### config.mk
export PLATFORM = sky130hd
export DESIGN_NAME = sync_event_queue
export DESIGN_NICKNAME = d
export VERILOG_FILES = /design/src/rtl/sync_event_queue.sv
export SDC_FILE = /design/constraint.sdc
export NUM_CORES = 1
export LEC_CHECK = 0
export BUFFER_PORTS_ARGS = -buffer_cell sky130_fd_sc_hd__clkbuf_2
export CAP_MARGIN = 20
export CORE_UTILIZATION = 50
export CTS_BUF_LIST = sky130_fd_sc_hd__clkbuf_4 sky130_fd_sc_hd__clkbuf_8
export CTS_CLUSTER_DIAMETER = 120
export DETAILED_ROUTE_END_ITERATION = 10
export GPL_ROUTABILITY_DRIVEN = 0
export PLACE_DENSITY = 0.76
export REMOVE_ABC_BUFFERS = 1
export SLEW_MARGIN = 40
export SYNTH_ARGS = -nofsm -noshare
export SYNTH_HDL_FRONTEND = slang
export SYNTH_SLANG_ARGS = --single-unit
### constraint.sdc
create_clock -name clock -period 2.2 [get_ports clock]
set_input_delay 0.44 -clock clock [delete_from_list [all_inputs] [get_ports clock]]
set_output_delay 0.44 -clock clock [all_outputs]
set_load 0.1 [all_outputs]
### src/rtl/sync_event_queue.sv
// sync_event_queue
// Destination-domain event collector. Detects rising edges on an already
// synchronized pulse, timestamps each accepted edge with a free-running
// cycle counter and queues the timestamps in a small circular FIFO that a
// consumer drains through a valid/acknowledge handshake. A sticky overflow
// flag and a wrapping 16-bit total-event counter feed the status registers.
//
// The only sequencing is the FIFO occupancy itself, so there is no separate
// state machine. Every output comes straight from a register or the storage.

module sync_event_queue #(
  parameter int TIMESTAMP_WIDTH = 32,
  parameter int FIFO_DEPTH      = 4    // power of two, at least 2
) (
  input  logic                          clock,
  input  logic                          resetN,
  input  logic                          enable,
  input  logic                          pulseIn,
  output logic                          eventValid,
  output logic [TIMESTAMP_WIDTH-1:0]    eventTimestamp,
  input  logic                          eventAck,
  output logic [$clog2(FIFO_DEPTH):0]   eventCount,
  output logic                          overflow,
  input  logic                          clearOverflow,
  output logic [15:0]                   totalEvents
);

  localparam int PTR_W = $clog2(FIFO_DEPTH);
  localparam int CNT_W = PTR_W + 1;

  localparam logic [CNT_W-1:0] FULL_COUNT = CNT_W'(FIFO_DEPTH);

  // ------------------------------------------------------------------------
  // State
  // ------------------------------------------------------------------------
  logic [TIMESTAMP_WIDTH-1:0] cycle_cnt;
  logic                       pulse_prev;
  logic [TIMESTAMP_WIDTH-1:0] storage [FIFO_DEPTH];
  logic [PTR_W-1:0]           wr_ptr;
  logic [PTR_W-1:0]           rd_ptr;
  logic [CNT_W-1:0]           count_q;
  logic                       overflow_q;
  logic [15:0]                total_q;

  // ------------------------------------------------------------------------
  // Per-cycle decisions
  // ------------------------------------------------------------------------
  logic rise_det;
  logic accepted;
  logic fifo_full;
  logic fifo_empty;
  logic do_pop;
  logic do_push;
  logic do_drop;

  // Edge detection, handshake decode and push/pop/drop arbitration.
  // NOTE: every signal gets a default at the top of the block, so no path
  // leaves one unassigned and no latch can be inferred.
  always_comb begin
    rise_det   = 1'b0;
    accepted   = 1'b0;
    fifo_full  = 1'b0;
    fifo_empty = 1'b0;
    do_pop     = 1'b0;
    do_push    = 1'b0;
    do_drop    = 1'b0;

    rise_det   = pulseIn & ~pulse_prev;
    accepted   = rise_det & enable;
    fifo_full  = (count_q == FULL_COUNT);
    fifo_empty = (count_q == '0);

    // An ack against an empty queue is simply ignored.
    do_pop     = eventAck & ~fifo_empty;

    // A full queue still takes the new entry when the head leaves in the
    // same cycle; only a truly blocked edge is dropped.
    do_push    = accepted & (~fifo_full | do_pop);
    do_drop    = accepted & fifo_full & ~do_pop;
  end

  // ------------------------------------------------------------------------
  // Sequential logic
  // ------------------------------------------------------------------------

  // Free-running timestamp source; wraps naturally and ignores enable.
  // NOTE: sequential state is written with non-blocking assignments so every
  // register samples the pre-edge values of its neighbours.
  always_ff @(posedge clock or negedge resetN) begin
    if (!resetN) begin
      cycle_cnt <= '0;
    end else begin
      cycle_cnt <= cycle_cnt + TIMESTAMP_WIDTH'(1);
    end
  end

  // Previous pulse level. Resets high so a pulse already asserted when reset
  // releases is not mistaken for a fresh edge.
  always_ff @(posedge clock or negedge resetN) begin
    if (!resetN) begin
      pulse_prev <= 1'b1;
    end else begin
      pulse_prev <= pulseIn;
    end
  end

  // Timestamp storage; the write slot captures the counter on a push.
  // NOTE: the storage is reset on purpose so the head reads zero after
  // reset; the array is small enough that this is plain flops anyway.
  always_ff @(posedge clock or negedge resetN) begin
    if (!resetN) begin
      for (int i = 0; i < FIFO_DEPTH; i++) begin
        storage[i] <= '0;
      end
    end else if (do_push) begin
      storage[wr_ptr] <= cycle_cnt;
    end
  end

  // Write pointer advances on each push and wraps modulo the depth.
  always_ff @(posedge clock or negedge resetN) begin
    if (!resetN) begin
      wr_ptr <= '0;
    end else if (do_push) begin
      wr_ptr <= wr_ptr + PTR_W'(1);
    end
  end

  // Read pointer advances on each pop and wraps modulo the depth.
  always_ff @(posedge clock or negedge resetN) begin
    if (!resetN) begin
      rd_ptr <= '0;
    end else if (do_pop) begin
      rd_ptr <= rd_ptr + PTR_W'(1);
    end
  end

  // Occupancy: a simultaneous push and pop leaves it unchanged.
  always_ff @(posedge clock or negedge resetN) begin
    if (!resetN) begin
      count_q <= '0;
    end else begin
      unique case ({do_push, do_pop})
        2'b10:   count_q <= count_q + CNT_W'(1);
        2'b01:   count_q <= count_q - CNT_W'(1);
        default: count_q <= count_q;
      endcase
    end
  end

  // Sticky overflow; a drop in the same cycle as a clear keeps it set.
  always_ff @(posedge clock or negedge resetN) begin
    if (!resetN) begin
      overflow_q <= 1'b0;
    end else if (do_drop) begin
      overflow_q <= 1'b1;
    end else if (clearOverflow) begin
      overflow_q <= 1'b0;
    end
  end

  // Total of accepted edges, dropped ones included; wraps at 2^16.
  always_ff @(posedge clock or negedge resetN) begin
    if (!resetN) begin
      total_q <= '0;
    end else if (accepted) begin
      total_q <= total_q + 16'd1;
    end
  end

  // ------------------------------------------------------------------------
  // Outputs
  // ------------------------------------------------------------------------
  assign eventValid     = ~fifo_empty;
  assign eventTimestamp = storage[rd_ptr];
  assign eventCount     = count_q;
  assign overflow       = overflow_q;
  assign totalEvents    = total_q;

endmodule

==> results of run 1 <==
==> cell type report <==
type | count | area [um2]
clock buffer | 26 | 308
tap | 225 | 282
timing repair buffer | 98 | 1260
clock inverter | 6 | 114
fill | 1284 | 6810
inverter | 13 | 48.8
multi-input combinational | 326 | 3850
sequential | 185 | 4630
==> flip-flops by register name (all words and copies together), names as in the netlist <==
name,count
storage,128
wr_ptr,2
rd_ptr,2
eventCount,3
cycle_cnt,32
pulse_prev,1
totalEvents,16
overflow,1
==> layout by cell type (no fill, tap or decap), types with 3 or more instances in the layout <==
cell type and count:
and3_1 3, nor3_1 14, ha_1 6, and2_1 5, clkbuf_2 24, bufinv_16 3, nand2_1 20, mux2_2 9
buf_12 46, inv_1 11, dfrtp_1 183, buf_4 26, nor4_1 3, clkbuf_8 18, nand2_8 4, mux2_4 120
nand4_1 13, xnor2_1 22, and4_1 7, mux4_2 32, nand3_1 13, nor2_1 12, clkbuf_4 8, xor2_1 29
==> cells by family (layout without fill, tap and decap cells) <==
family	after synthesis	after routing	share of synthesized area (%)
and+or+nand+nor	103	103	7.03
muxes	162	162	29.7
adders and majority gates	8	8	1.21
DFF	185	185	52.2
buffers and inverters	49	143	4.66
xor gates and xnor gates	51	51	5.04
AOI/OAI and AO/OA	2	2	0.127
==> critical path, stage by stage, from the launching register on <==
cell	delay, ns
dfrtp_2	0.43
buf_12	0.22
mux4_2	0.59
buf_12	0.20
==> metal layers <==
metal	global-route usage, %	vias to the layer above	routed length (um)
met5	0	-	0
met4	6.43	0	242
met3	4.41	19	508
met2	32.7	84	8240
met1	28.0	2561	7920
li1	-	2145	-
==> report_power, final <==
| part | switching, W | leakage, nW | total (W) | internal, W |
|---|---|---|---|---|
| combinational | 0.00241 | 2.55 | 0.00398 | 0.00156 |
| clock | 0.00115 | 0.213 | 0.00241 | 0.00126 |
| sequential | 0.000239 | 2.50 | 0.00397 | 0.00373 |
| total | 0.00380 | 5.27 | 0.0103 | 0.00655 |
==> stage by stage <==
step                      setup WS [ns]  instances  area [um2]
after floorplan                  -0.678        524        8500
after global placement          -0.0507        844       10000
after detailed placement         -0.137        844       10000
after CTS                        -0.193        878       10500
after global routing             -0.235        879       10500
final                            -0.151        879       10500
==> final timing paths <==
check / cells past startpoint / endpoint / from / slack (ns)
setup / recovery: 3 / eventTimestamp[10] / rd_ptr[0] / -0.15
min in group asynchronous: 2 / storage[112] / resetN / 0.53
max in group asynchronous: 3 / storage[11] / resetN / 0.89
hold / removal: 1 / pulse_prev / pulseIn / 0.08
setup reg to reg: 9 / eventCount[2] / eventCount[1] / 0.05
hold reg to reg: 1 / totalEvents[15] / totalEvents[15] / 0.49
==> what timing repair did <==
item,in CTS,in global routing
resized for setup,3,9
hold buffers,1,0
buffers inserted,1,1
hold endpoints to repair,52,0
endpoints found under the setup margin,34,36
pin swaps,1,5
==> metrics.md, run 1 <==
| Metric | Value |
|---|---|
| Status | `finished, violations left` |
| Failing checks | `setup timing` |
| Critical Setup Path Class | `reg2out` |
| Num ports | `59` |
| Standard-cell rows | `48` |
| Cells after Synth | `560` |
| Max frequency | `425 MHz` |
| Ant diodes | `0` |
| Fin crit period | `2.35 ns` |
| Mapped Area | `8870 um2` |
| Proportion of layout cells with a drive suffix above 1 | `46.6%` |
| Global-route wire length before repair | `28.4 mm` |
| Final setup fails | `32` |
| CP Capture Type | `output pin` |
| Leakage power | `5.27 nW` |
| Hold Violations, Final | `0` |
| Max_cap viols | `0` |
| CTS Buf Count | `17` |
| WL/cell | `19.2 um` |
| Total Neg Setup Slack | `-3.23 ns` |
| Synth top cells by count | `dfrtp_1, mux2_4, mux4_2` |
| Chip width | `135 um` |
| Sequential element share of the synthesized area | `52.2%` |
| Post-synth EDFFs | `0` |
| Starting Density | `51.3%` |
| Clk slew on worst S/H paths | `0.09 ns` |
| Final wirelength | `16.9 mm` |
| Largest cells by area after synthesis | `dfrtp_1, mux2_4, mux4_2, buf_12, xor2_1` |
| DR pass1 iterations | `4` |
| Vias in the first global route | `5300` |
| Power Total | `0.0103 W` |
| Hold_ws | `0.0791 ns` |
| Worst-Skew Late Latency | `0.45 ns` |
| Vias per inst | `5.47` |
| H-tree depth | `4` |
| Main flop type after synthesis | `dfrtp_1` |
| Syn avg cell area | `15.8 um2` |
| Core box area | `17300 um2` |
| Fin Clk Skew | `0.0128 ns` |
| CTS Buffer Depth | `2` |
| Drt drc | `0` |
| Max transition margin | `60.8%` |
| CP startpoint kind | `flop` |
| Largest net degree at the start of global routing | `60` |
| RSZ-0062 raised after global routing | `true` |
| Slew @ Worst Pin | `0.588 ns` |
| Setup slack after layout | `-0.151 ns` |
| CTS sink count | `185` |
| CTS root buffer | `clkbuf_8` |
| Initial antenna violation count | `0` |
| Synthesis Warnings | `0` |
| Die Y | `135 um` |
| CP Data Arrival Time | `1.91 ns` |
| P&R area growth vs syn | `18.3%` |
| Aggregate global-route resource usage | `20.5%` |
| Full die area | `18300 um2` |
| Fin crit share | `107%` |
| CTS tree | `yes` |
| Fin. max-slew vios | `0` |
| HP Class | `in2reg` |
| DR vias | `4809` |
| Post-synth cell types | `34` |
| Detailed Place HPWL | `11.2 mm` |
| Largest area contributor in the netlist | `dfrtp_1` |
| Post-DRT Antenna Nets | `0` |
| Post-layout util | `60.7%` |
| Post-synth ARST share | `100%` |
| Grt ovf | `0` |
| Post-layout nets | `655` |
| Post-synthesis sequential element count | `185` |
| Share of the synthesized area in the top cell type | `51.9%` |
| Power Dens Cells | `986 nW/um2` |
| Iter 0 DRT Violations | `304` |
| Port Buffers | `58` |
| Worst vdd ir | `0.00127 V` |
| Most common cell in the netlist | `dfrtp_1` |
| Worst EP required | `1.76 ns` |
| Critical Path Fanout Max | `18` |
Power figures use the tool's default switching activity.
==> run 2, diff against run 1 <==
RECOVER_POWER = 25   (was default)
==> metrics.md, run 2 (same netlist as run 1, synthesis figures left out) <==
| Metric | Value |
|---|---|
| Status | `finished, violations left` |
| Failing checks | `capacitance limit, slew limit, setup timing` |
| CP Data Arrival Time | `1.91 ns (about the same)` |
| Max transition margin | `-4.76% (-66 points)` |
| Max frequency | `425 MHz (about the same)` |
| Vias in the first global route | `5300 (unchanged)` |
| Slew @ Worst Pin | `1.57 ns (+0.984 ns)` |
| Critical Setup Path Class | `reg2out` |
| Clock power frac | `23.3% (about the same)` |
| Total Neg Setup Slack | `-3.30 ns (-0.0697 ns)` |
| DR vias | `4805 (-0.083%)` |
| Worst vdd ir | `0.00127 V (about the same)` |
| CTS Buf Count | `17 (unchanged)` |
| CTS Buffer Depth | `2 (unchanged)` |
| WL/cell | `19.2 um (about the same)` |
| CTS tree | `yes` |
| Leakage power | `5.25 nW (-0.21%)` |
| Fin. max-slew vios | `59 (+59)` |
| Fin Clk Skew | `0.0136 ns (+0.000835 ns)` |
| Dpl cells | `844 (unchanged)` |
| Post-layout nets | `655 (unchanged)` |
| Post-DRT Antenna Nets | `0 (unchanged)` |
| Setup slack after layout | `-0.153 ns (-0.00199 ns)` |
| Largest net degree at the start of global routing | `60 (unchanged)` |
| Core box area | `17300 um2 (unchanged)` |
| Iter 0 DRT Violations | `294 (-3.3%)` |
| DR pass1 iterations | `4 (unchanged)` |
| Psw | `0.00380 W (about the same)` |
| Hold Violations, Final | `0 (unchanged)` |
| Port Buffers | `58 (unchanged)` |
| Sequential share of power | `38.3% (about the same)` |
| CTS sink count | `185 (unchanged)` |
| Flip-flop count of the largest register after layout | `128 (unchanged)` |
| Commonest non-fill, non-tap cells in the layout | `dfrtp_1, mux2_4, buf_12, mux4_2, xor2_1` |
| Global-route wire length before repair | `28.4 mm (unchanged)` |
| RSZ-0062 raised after global routing | `true` |
| Detailed Place HPWL | `11.2 mm (unchanged)` |
| Chip width | `135 um (unchanged)` |
| Aggregate global-route resource usage | `20.5% (unchanged)` |
| Clk slew on worst S/H paths | `0.09 ns (about the same)` |
| P&R area growth vs syn | `18.1%` |
| Final wirelength | `16.9 mm (about the same)` |
| CP startpoint kind | `flop` |
| Full die area | `18300 um2 (unchanged)` |
| Die Y | `135 um (unchanged)` |
| HP Class | `in2reg` |
| Drt drc | `0 (unchanged)` |
| Initial antenna violation count | `0 (unchanged)` |
| Switching Fraction | `36.7% (about the same)` |
| Max_cap viols | `1 (+1)` |
| Biggest register | `storage` |
| Power Total | `0.0103 W (about the same)` |
| P_int | `0.00655 W (about the same)` |
| Commonest non-fill, non-tap cell in the layout | `dfrtp_1` |
| CP Capture Type | `output pin` |
| Critical Path Fanout Max | `18 (unchanged)` |
| Standard-cell rows | `48 (unchanged)` |
| Starting Density | `51.3% (unchanged)` |
| Vias per inst | `5.47 (about the same)` |
| H-tree depth | `4 (unchanged)` |
| CTS root buffer | `clkbuf_8` |
| Final setup fails | `32 (unchanged)` |
| Layout Cells excl Fill | `879 (unchanged)` |
| Fin crit share | `107% (about the same)` |
| Proportion of layout cells with a drive suffix above 1 | `46.3% (-0.31 points)` |
| Power Dens Cells | `988 nW/um2 (+0.15%)` |
| Grt ovf | `0 (unchanged)` |
| Worst EP required | `1.76 ns (about the same)` |
| Share of total power in combinational logic | `38.4% (about the same)` |
| Worst-Skew Late Latency | `0.45 ns (about the same)` |
| Fin crit period | `2.35 ns (+0.00199 ns)` |
| Num ports | `59 (unchanged)` |
| Ant diodes | `0 (unchanged)` |
## run 2: metrics by stage
step           instance area, um2  hold WS, ns  worst slack (ns)  util [%]
2_1_floorplan                8500        0.144            -0.678         -
3_3_place_gp                10000        0.439           -0.0507      57.8
3_5_place_dp                10000        0.453            -0.137      57.8
4_1_cts                     10500       0.0425            -0.193      60.4
5_1_grt                     10500       0.0490            -0.235      60.6
6_report                    10500       0.0784            -0.153      60.6
## run 2: cell type report
| cell class | instances | area (um2) |
|---|---|---|
| fillers | 1289 | 6820 |
| clock inverters | 6 | 114 |
| repair buffers | 98 | 1240 |
| inverters | 13 | 48.8 |
| multi-input cells | 326 | 3850 |
| flip-flops and latches | 185 | 4630 |
| clock buffers | 26 | 308 |
| well taps | 225 | 282 |
## run 2: timing repair
item | CTS | global route
pin swaps | 1 | 5
setup buffers | 1 | 1
hold endpoints to repair | 52 | 0
endpoints found under the setup margin | 34 | 36
resized for setup | 3 | 9
gates cloned | 0 | 0
hold buffers | 1 | 0
## run 2: per-layer routing
| layer | share of wire (%) | global-route usage (%) |
|---|---|---|
| met5 | 0 | 0 |
| met2 | 49 | 32.7 |
| met1 | 47 | 28.0 |
| met3 | 3.0 | 4.41 |
| met4 | 1.5 | 6.43 |
## run 2: worst max-delay path: stages (launching register included)
cell and delay, ns:
dfrtp_2 0.43, buf_12 0.22, mux4_2 0.59, buf_12 0.20
## run 2: final timing paths
kind	startpoint	to	slack (ns)	cells after the start
setup reg to reg	eventCount[1]	eventCount[2]	0.05	9
hold reg to reg	totalEvents[15]	totalEvents[15]	0.49	1
max in group asynchronous	resetN	storage[11]	0.17	3
setup / recovery	rd_ptr[0]	eventTimestamp[10]	-0.15	3
min in group asynchronous	resetN	storage[112]	0.91	2
hold / removal	pulseIn	pulse_prev	0.08	1
## run 2: power groups by stage
stage                     logic [W]  registers [W]  clock network, W
after global placement      0.00387        0.00399                 0
after detailed placement    0.00392        0.00403                 0
after global routing        0.00416        0.00400           0.00258
after CTS                   0.00397        0.00396           0.00245
after floorplan             0.00199        0.00468                 0
final                       0.00398        0.00397           0.00241
